## src/rtl/jtag_tap_ctrl.sv

```systemverilog
// TAP controller and scan engine: 16-state FSM, instruction register, BYPASS/IDCODE/USER data registers.
// The USER data register is present only when JTAG_USER_DR_EN is defined; otherwise USER_OPC decodes as BYPASS.
module jtag_tap_ctrl #(
    parameter int                   IR_WIDTH   = 4,
    parameter int                   DR_WIDTH   = 32,
    parameter logic [31:0]          IDCODE_VAL = 32'h1234_5679,
    parameter logic [IR_WIDTH-1:0]  IDCODE_OPC = IR_WIDTH'(1),
    parameter logic [IR_WIDTH-1:0]  USER_OPC   = IR_WIDTH'(2)
) (
    input  logic                i_clk,
    input  logic                i_rst_n,
    input  logic                i_tms,
    input  logic                i_tdi,
    output logic                o_tdo,
    output logic                o_tdo_en,
    output logic [3:0]          o_tap_state,
    output logic [IR_WIDTH-1:0] o_ir_out,
    input  logic [DR_WIDTH-1:0] i_user_dr_in,
    output logic [DR_WIDTH-1:0] o_user_dr_out,
    output logic                o_update_dr_pulse
);

    // state  | meaning
    // TLR  F | test-logic-reset
    // RTI  C | run-test/idle
    // *_DR   | SEL 7, CAP 6, SH 2, EX1 1, PA 3, EX2 0, UPD 5
    // *_IR   | SEL 4, CAP E, SH A, EX1 9, PA B, EX2 8, UPD D
    localparam logic [3:0] S_TLR    = 4'hF;
    localparam logic [3:0] S_RTI    = 4'hC;
    localparam logic [3:0] S_SEL_DR = 4'h7;
    localparam logic [3:0] S_CAP_DR = 4'h6;
    localparam logic [3:0] S_SH_DR  = 4'h2;
    localparam logic [3:0] S_EX1_DR = 4'h1;
    localparam logic [3:0] S_PA_DR  = 4'h3;
    localparam logic [3:0] S_EX2_DR = 4'h0;
    localparam logic [3:0] S_UPD_DR = 4'h5;
    localparam logic [3:0] S_SEL_IR = 4'h4;
    localparam logic [3:0] S_CAP_IR = 4'hE;
    localparam logic [3:0] S_SH_IR  = 4'hA;
    localparam logic [3:0] S_EX1_IR = 4'h9;
    localparam logic [3:0] S_PA_IR  = 4'hB;
    localparam logic [3:0] S_EX2_IR = 4'h8;
    localparam logic [3:0] S_UPD_IR = 4'hD;

    logic [3:0]          r_state;
    logic [3:0]          w_next;
    logic [IR_WIDTH-1:0] r_ir_shift;
    logic [IR_WIDTH-1:0] r_ir_out;
    logic [31:0]         r_id_shift;
    logic                r_bypass;
    logic                w_sel_id;
    logic                w_sel_user;
    logic                w_user_bit;
    logic                w_tdo;

    always_comb begin
        w_next = r_state;
        case (r_state)
            S_TLR:    w_next = i_tms ? S_TLR    : S_RTI;
            S_RTI:    w_next = i_tms ? S_SEL_DR : S_RTI;
            S_SEL_DR: w_next = i_tms ? S_SEL_IR : S_CAP_DR;
            S_CAP_DR: w_next = i_tms ? S_EX1_DR : S_SH_DR;
            S_SH_DR:  w_next = i_tms ? S_EX1_DR : S_SH_DR;
            S_EX1_DR: w_next = i_tms ? S_UPD_DR : S_PA_DR;
            S_PA_DR:  w_next = i_tms ? S_EX2_DR : S_PA_DR;
            S_EX2_DR: w_next = i_tms ? S_UPD_DR : S_SH_DR;
            S_UPD_DR: w_next = i_tms ? S_SEL_DR : S_RTI;
            S_SEL_IR: w_next = i_tms ? S_TLR    : S_CAP_IR;
            S_CAP_IR: w_next = i_tms ? S_EX1_IR : S_SH_IR;
            S_SH_IR:  w_next = i_tms ? S_EX1_IR : S_SH_IR;
            S_EX1_IR: w_next = i_tms ? S_UPD_IR : S_PA_IR;
            S_PA_IR:  w_next = i_tms ? S_EX2_IR : S_PA_IR;
            S_EX2_IR: w_next = i_tms ? S_UPD_IR : S_SH_IR;
            S_UPD_IR: w_next = i_tms ? S_SEL_DR : S_RTI;
            default:  w_next = S_TLR;
        endcase
    end

    assign w_sel_id = (r_ir_out == IDCODE_OPC);

    // IR is forced to IDCODE on the edge that enters TLR, so it already reads IDCODE in the first TLR cycle.
    always_ff @(posedge i_clk) begin
        if (!i_rst_n) begin
            r_state    <= S_TLR;
            r_ir_shift <= '0;
            r_ir_out   <= IDCODE_OPC;
            r_id_shift <= '0;
            r_bypass   <= 1'b0;
        end else begin
            r_state <= w_next;
            if (w_next == S_TLR)
                r_ir_out <= IDCODE_OPC;
            else if (r_state == S_UPD_IR)
                r_ir_out <= r_ir_shift;
            case (r_state)
                S_CAP_IR: r_ir_shift <= {{(IR_WIDTH-2){1'b0}}, 2'b01};
                S_SH_IR:  r_ir_shift <= {i_tdi, r_ir_shift[IR_WIDTH-1:1]};
                S_CAP_DR: begin
                    if (w_sel_id)
                        r_id_shift <= IDCODE_VAL;
                    else if (!w_sel_user)
                        r_bypass <= 1'b0;
                end
                S_SH_DR: begin
                    if (w_sel_id)
                        r_id_shift <= {i_tdi, r_id_shift[31:1]};
                    else if (!w_sel_user)
                        r_bypass <= i_tdi;
                end
                default: ;
            endcase
        end
    end

`ifdef JTAG_USER_DR_EN
    logic [DR_WIDTH-1:0] r_user_shift;
    logic [DR_WIDTH-1:0] r_user_out;

    assign w_sel_user = (r_ir_out == USER_OPC) && !w_sel_id;
    assign w_user_bit = r_user_shift[0];

    always_ff @(posedge i_clk) begin
        if (!i_rst_n) begin
            r_user_shift <= '0;
            r_user_out   <= '0;
        end else if (w_sel_user) begin
            case (r_state)
                S_CAP_DR: r_user_shift <= i_user_dr_in;
                S_SH_DR:  r_user_shift <= {i_tdi, r_user_shift[DR_WIDTH-1:1]};
                S_UPD_DR: r_user_out   <= r_user_shift;
                default:  ;
            endcase
        end
    end

    assign o_user_dr_out     = r_user_out;
    assign o_update_dr_pulse = (r_state == S_UPD_DR) && w_sel_user;
`else
    logic w_unused_user_in;

    assign w_unused_user_in  = ^i_user_dr_in;
    assign w_sel_user        = 1'b0;
    assign w_user_bit        = 1'b0;
    assign o_user_dr_out     = '0;
    assign o_update_dr_pulse = 1'b0;
`endif

    always_comb begin
        w_tdo = 1'b0;
        if (r_state == S_SH_IR)
            w_tdo = r_ir_shift[0];
        else if (r_state == S_SH_DR) begin
            if (w_sel_id)
                w_tdo = r_id_shift[0];
            else if (w_sel_user)
                w_tdo = w_user_bit;
            else
                w_tdo = r_bypass;
        end
    end

    assign o_tdo       = w_tdo;
    assign o_tdo_en    = (r_state == S_SH_DR) || (r_state == S_SH_IR);
    assign o_tap_state = r_state;
    assign o_ir_out    = r_ir_out;

endmodule
```

## config.mk

```make
export PLATFORM = sky130hd
export DESIGN_NAME = jtag_tap_ctrl
export DESIGN_NICKNAME = d
export VERILOG_FILES = /design/src/rtl/jtag_tap_ctrl.sv
export SDC_FILE = /design/constraint.sdc
export NUM_CORES = 1
export LEC_CHECK = 0
export CAP_MARGIN = 10
export CORE_MARGIN = 10
export CORE_UTILIZATION = 45
export CTS_CLUSTER_DIAMETER = 150
export DETAILED_ROUTE_END_ITERATION = 6
export GPL_TIMING_DRIVEN = 0
export PLACE_DENSITY = 0.81
export SYNTH_ARGS = -nofsm -noshare
export SYNTH_HDL_FRONTEND = slang
export SYNTH_SLANG_ARGS = --single-unit
```

## constraint.sdc

```tcl
create_clock -name i_clk -period 1.85 [get_ports i_clk]
set_clock_uncertainty 0.1 [all_clocks]
set_input_delay 0.37 -clock i_clk [delete_from_list [all_inputs] [get_ports i_clk]]
set_output_delay 0.37 -clock i_clk [all_outputs]
set_load 0.05 [all_outputs]
```

==> impl_metrics.csv <==
group,metric,value,unit
run_status,outcome,"finished with violations",
run_status,violations,"negative setup slack",
cells_and_area,fill_cells,417,
worst_setup_path,crit_path_start,"o_ir_out[3]",
logic_synthesis,async_reset_ff_share,0,%
worst_setup_path,cp_max_fo,4,
sta,drv_slew,0,
sta,worst_pin_slew,0.5229,ns
cells_and_area,drive_gt1_share,27.16,%
cells_and_area,nets,348,
logic_synthesis,yosysWarningCount,0,
cells_and_area,final_area,2774,µm²
clock_tree,htreeDepth,2,
cells_and_area,layoutNonFillerInstCount,380,
logic_synthesis,synth_enable_flop_cells,0,
routing,drtIter0Drc,146,
worst_setup_path,arrival,1.57,ns
logic_synthesis,synthTopCellsByCount,"45 x dfxtp_1, 38 x a21oi_1, 35 x buf_4",
floorplan,io_pins,79,
clock_tree,worstSkewPairLatency,0.30,ns
floorplan,die-height,89.98,µm
routing,ant_nets,0,
worst_setup_path,reg2reg_depth,5,
floorplan,row_count,25,
global_routing,grt_max_degree,15,
logic_synthesis,synth.area.top_cells,"dfxtp_1 41%, buf_4 12%, a21oi_1 8.6%, nand4_1 5.4%, o21ai_1 5.0%",
sta,period_needed,2.044,ns
global_routing,use_met2,18.77,%
global_routing,first_global_vias,1780,
global_routing,grt_pass1_wl,8.514,mm
placement,gp_congestion,0.8405,
clock_tree,cts_tree,"done",
clock_tree,numCtsBuffers,5,
clock_tree,cts_buffer_depth,2,
logic_synthesis,yosysUniqueCellTypes,33,
routing,wl_per_cell,13.80,µm
hold_path,worstHoldStart,"r_id_shift[13]",
clock_tree,cts_hold_buf,0,
logic_synthesis,synth-main-ff-cell,"dfxtp_1",
clock_tree,clkSinkCount,45,
global_routing,grt.busiest_layer,"met2",
floorplan,initial_core_util,46.65,%
placement,place.detailed.hpwl,3.691,mm
cells_and_area,antenna_cells,0,
worst_setup_path,r2r-start,"o_ir_out[3]",
placement,dpl_cell_area,2584,µm²
worst_setup_path,cp-end-kind,"output port",
routing,vias,1926,
cells_and_area,area_delta_synth_final,25.89,%
clock_tree,path_clk_slew,0.08,ns
power_and_ir_drop,power.leakage,1.149,nW
worst_setup_path,criticalPathCategory,"reg -> out",
logic_synthesis,yosysTopAreaCell,"dfxtp_1",
floorplan,die-width,89.98,µm
sta,rsz0062_at_grt,"true",
routing,drc_errors,0,
logic_synthesis,netlist_instances,255,
global_routing,met3_usage,5.320,%
hold_path,holdPathStages,2,
logic_synthesis,yosysMostFrequentCell,"dfxtp_1",
sta,fmax,489.3,MHz
clock_tree,cts_root_buffer,"clkbuf_8",
sta,final-setup-viol-count,2,
worst_setup_path,rr_endpoint,"r_id_shift[30]",
routing,wirelength,5.245,mm
worst_setup_path,required,1.38,ns
power_and_ir_drop,peakVddDrop,502.7,µV
power_and_ir_drop,p_per_area,819.7,nW/µm²
run,maxCapViolCount,0,
placement,placedCellCount,367,
routing,viasPerCell,5.068,
sta,fin_crit_sh,110.5,%
logic_synthesis,syn_avg_cell_area,8.641,µm²
logic_synthesis,ys_seq_area_share,40.89,%
hold_path,hold_class,"reg -> reg",
global_routing,track_usage,12.32,%
floorplan,core_area,4723,µm²
sta,hold_viol_final,0,
logic_synthesis,syn_area,2203,µm²
logic_synthesis,ys_seq_elements,45,
global_routing,antenna_found_initial,0,
logic_synthesis,synth_top_area_share,40.89,%
worst_setup_path,r2r_slack,0.03,ns
power_and_ir_drop,total_power,2.274,mW
sta,worst_slack,-0.1938,ns
routing,drtPass1Iterations,5,
global_routing,use_met1,14.87,%
floorplan,die_area,8096,µm²
worst_setup_path,start_kind,"flop",
global_routing,grt_overflow,0,
hold_path,holdPathEnd,"r_id_shift[12]",
sta,relSlewSlack,65.14,%
placement,io_buffers,13,
==> placed cells by master (no fill, tap or decap), drive strengths merged, types with 3 or more instances in the layout <==
cell type       n
clkbuf         16
nand4          19
clkdlybuf4s50   4
a311oi         11
nor3            6
buf            54
o311a           3
dfxtp          45
inv            15
a21oi          38
or3b            3
conb           33
mux2i           3
dlygate4sd2     7
nand2           9
o21ai          26
==> worst max-delay path, cell delays in order (launching register included) <==
cell and delay [ns]:
dfxtp_4 0.36, or4b_4 0.57, nand2_4 0.09, a31oi_4 0.08, buf_6 0.16
==> report_power, final <==
part	internal, mW	switching (mW)	leakage [nW]
Sequential	0.992	0.0235	0.365
Clock	0.386	0.320	0.0566
Combinational	0.177	0.375	0.727
==> worst max-delay path by stage <==
stage,cells past startpoint,endpoint
6_report,4,o_tdo
5_1_grt,5,o_tdo
4_1_cts,4,o_tdo
3_5_place_dp,5,o_tdo
3_3_place_gp,5,o_tdo
2_1_floorplan,4,o_tdo
==> cells by family after synthesis <==
family          count (synthesis)  synth area share (%)
flops                          45                 40.89
buf+inv                        70                 18.74
mux                             4                 1.874
simple gates                   52                 16.24
other cells                     1                0.1702
compound gates                 83                 22.09
==> final cells by class <==
class	count	area (µm²)	share of cell area (%)
multi-input combinational	172	1061	38.25
sequential	45	920.9	33.20
tap	67	83.83	3.022
timing repair buffer	19	162.7	5.864
buffer	54	377.9	13.62
clock buffer	8	111.4	4.014
inverter	15	56.30	2.030
==> state kept, by name (all words and copies together), names as in the netlist <==
name         cells
r_bypass         1
r_ir_shift       4
o_tap_state      4
r_id_shift      32
o_ir_out         4
==> what timing repair did <==
action	in CTS	in global routing
pin swaps	4	2
resized for setup	31	9
setup endpoints to repair	27	22
cloned	0	1
buffers inserted	4	1
==> metrics by stage <==
step	worst slack, ns	hold slack (ns)	util (%)	TNS, ns
6_report	-0.1938	0.3740	58.73	-0.2770
5_1_grt	-0.2413	0.3953	58.73	-0.4107
4_1_cts	-0.2022	0.3678	58.07	-0.3014
3_5_place_dp	-0.8540	0.3625	54.70	-8.215
3_3_place_gp	-0.8425	0.3523	54.70	-7.496
2_1_floorplan	-0.2799	0.3389	-	-0.2799
==> per-layer routing <==
metal | part of all wire [%] | vias to the layer above
li1 | - | 970
met1 | 44 | 880
met2 | 46 | 70
met3 | 8.8 | 6
met4 | 1.3 | 0
met5 | 0 | -
(Power assumes the default switching activity.)
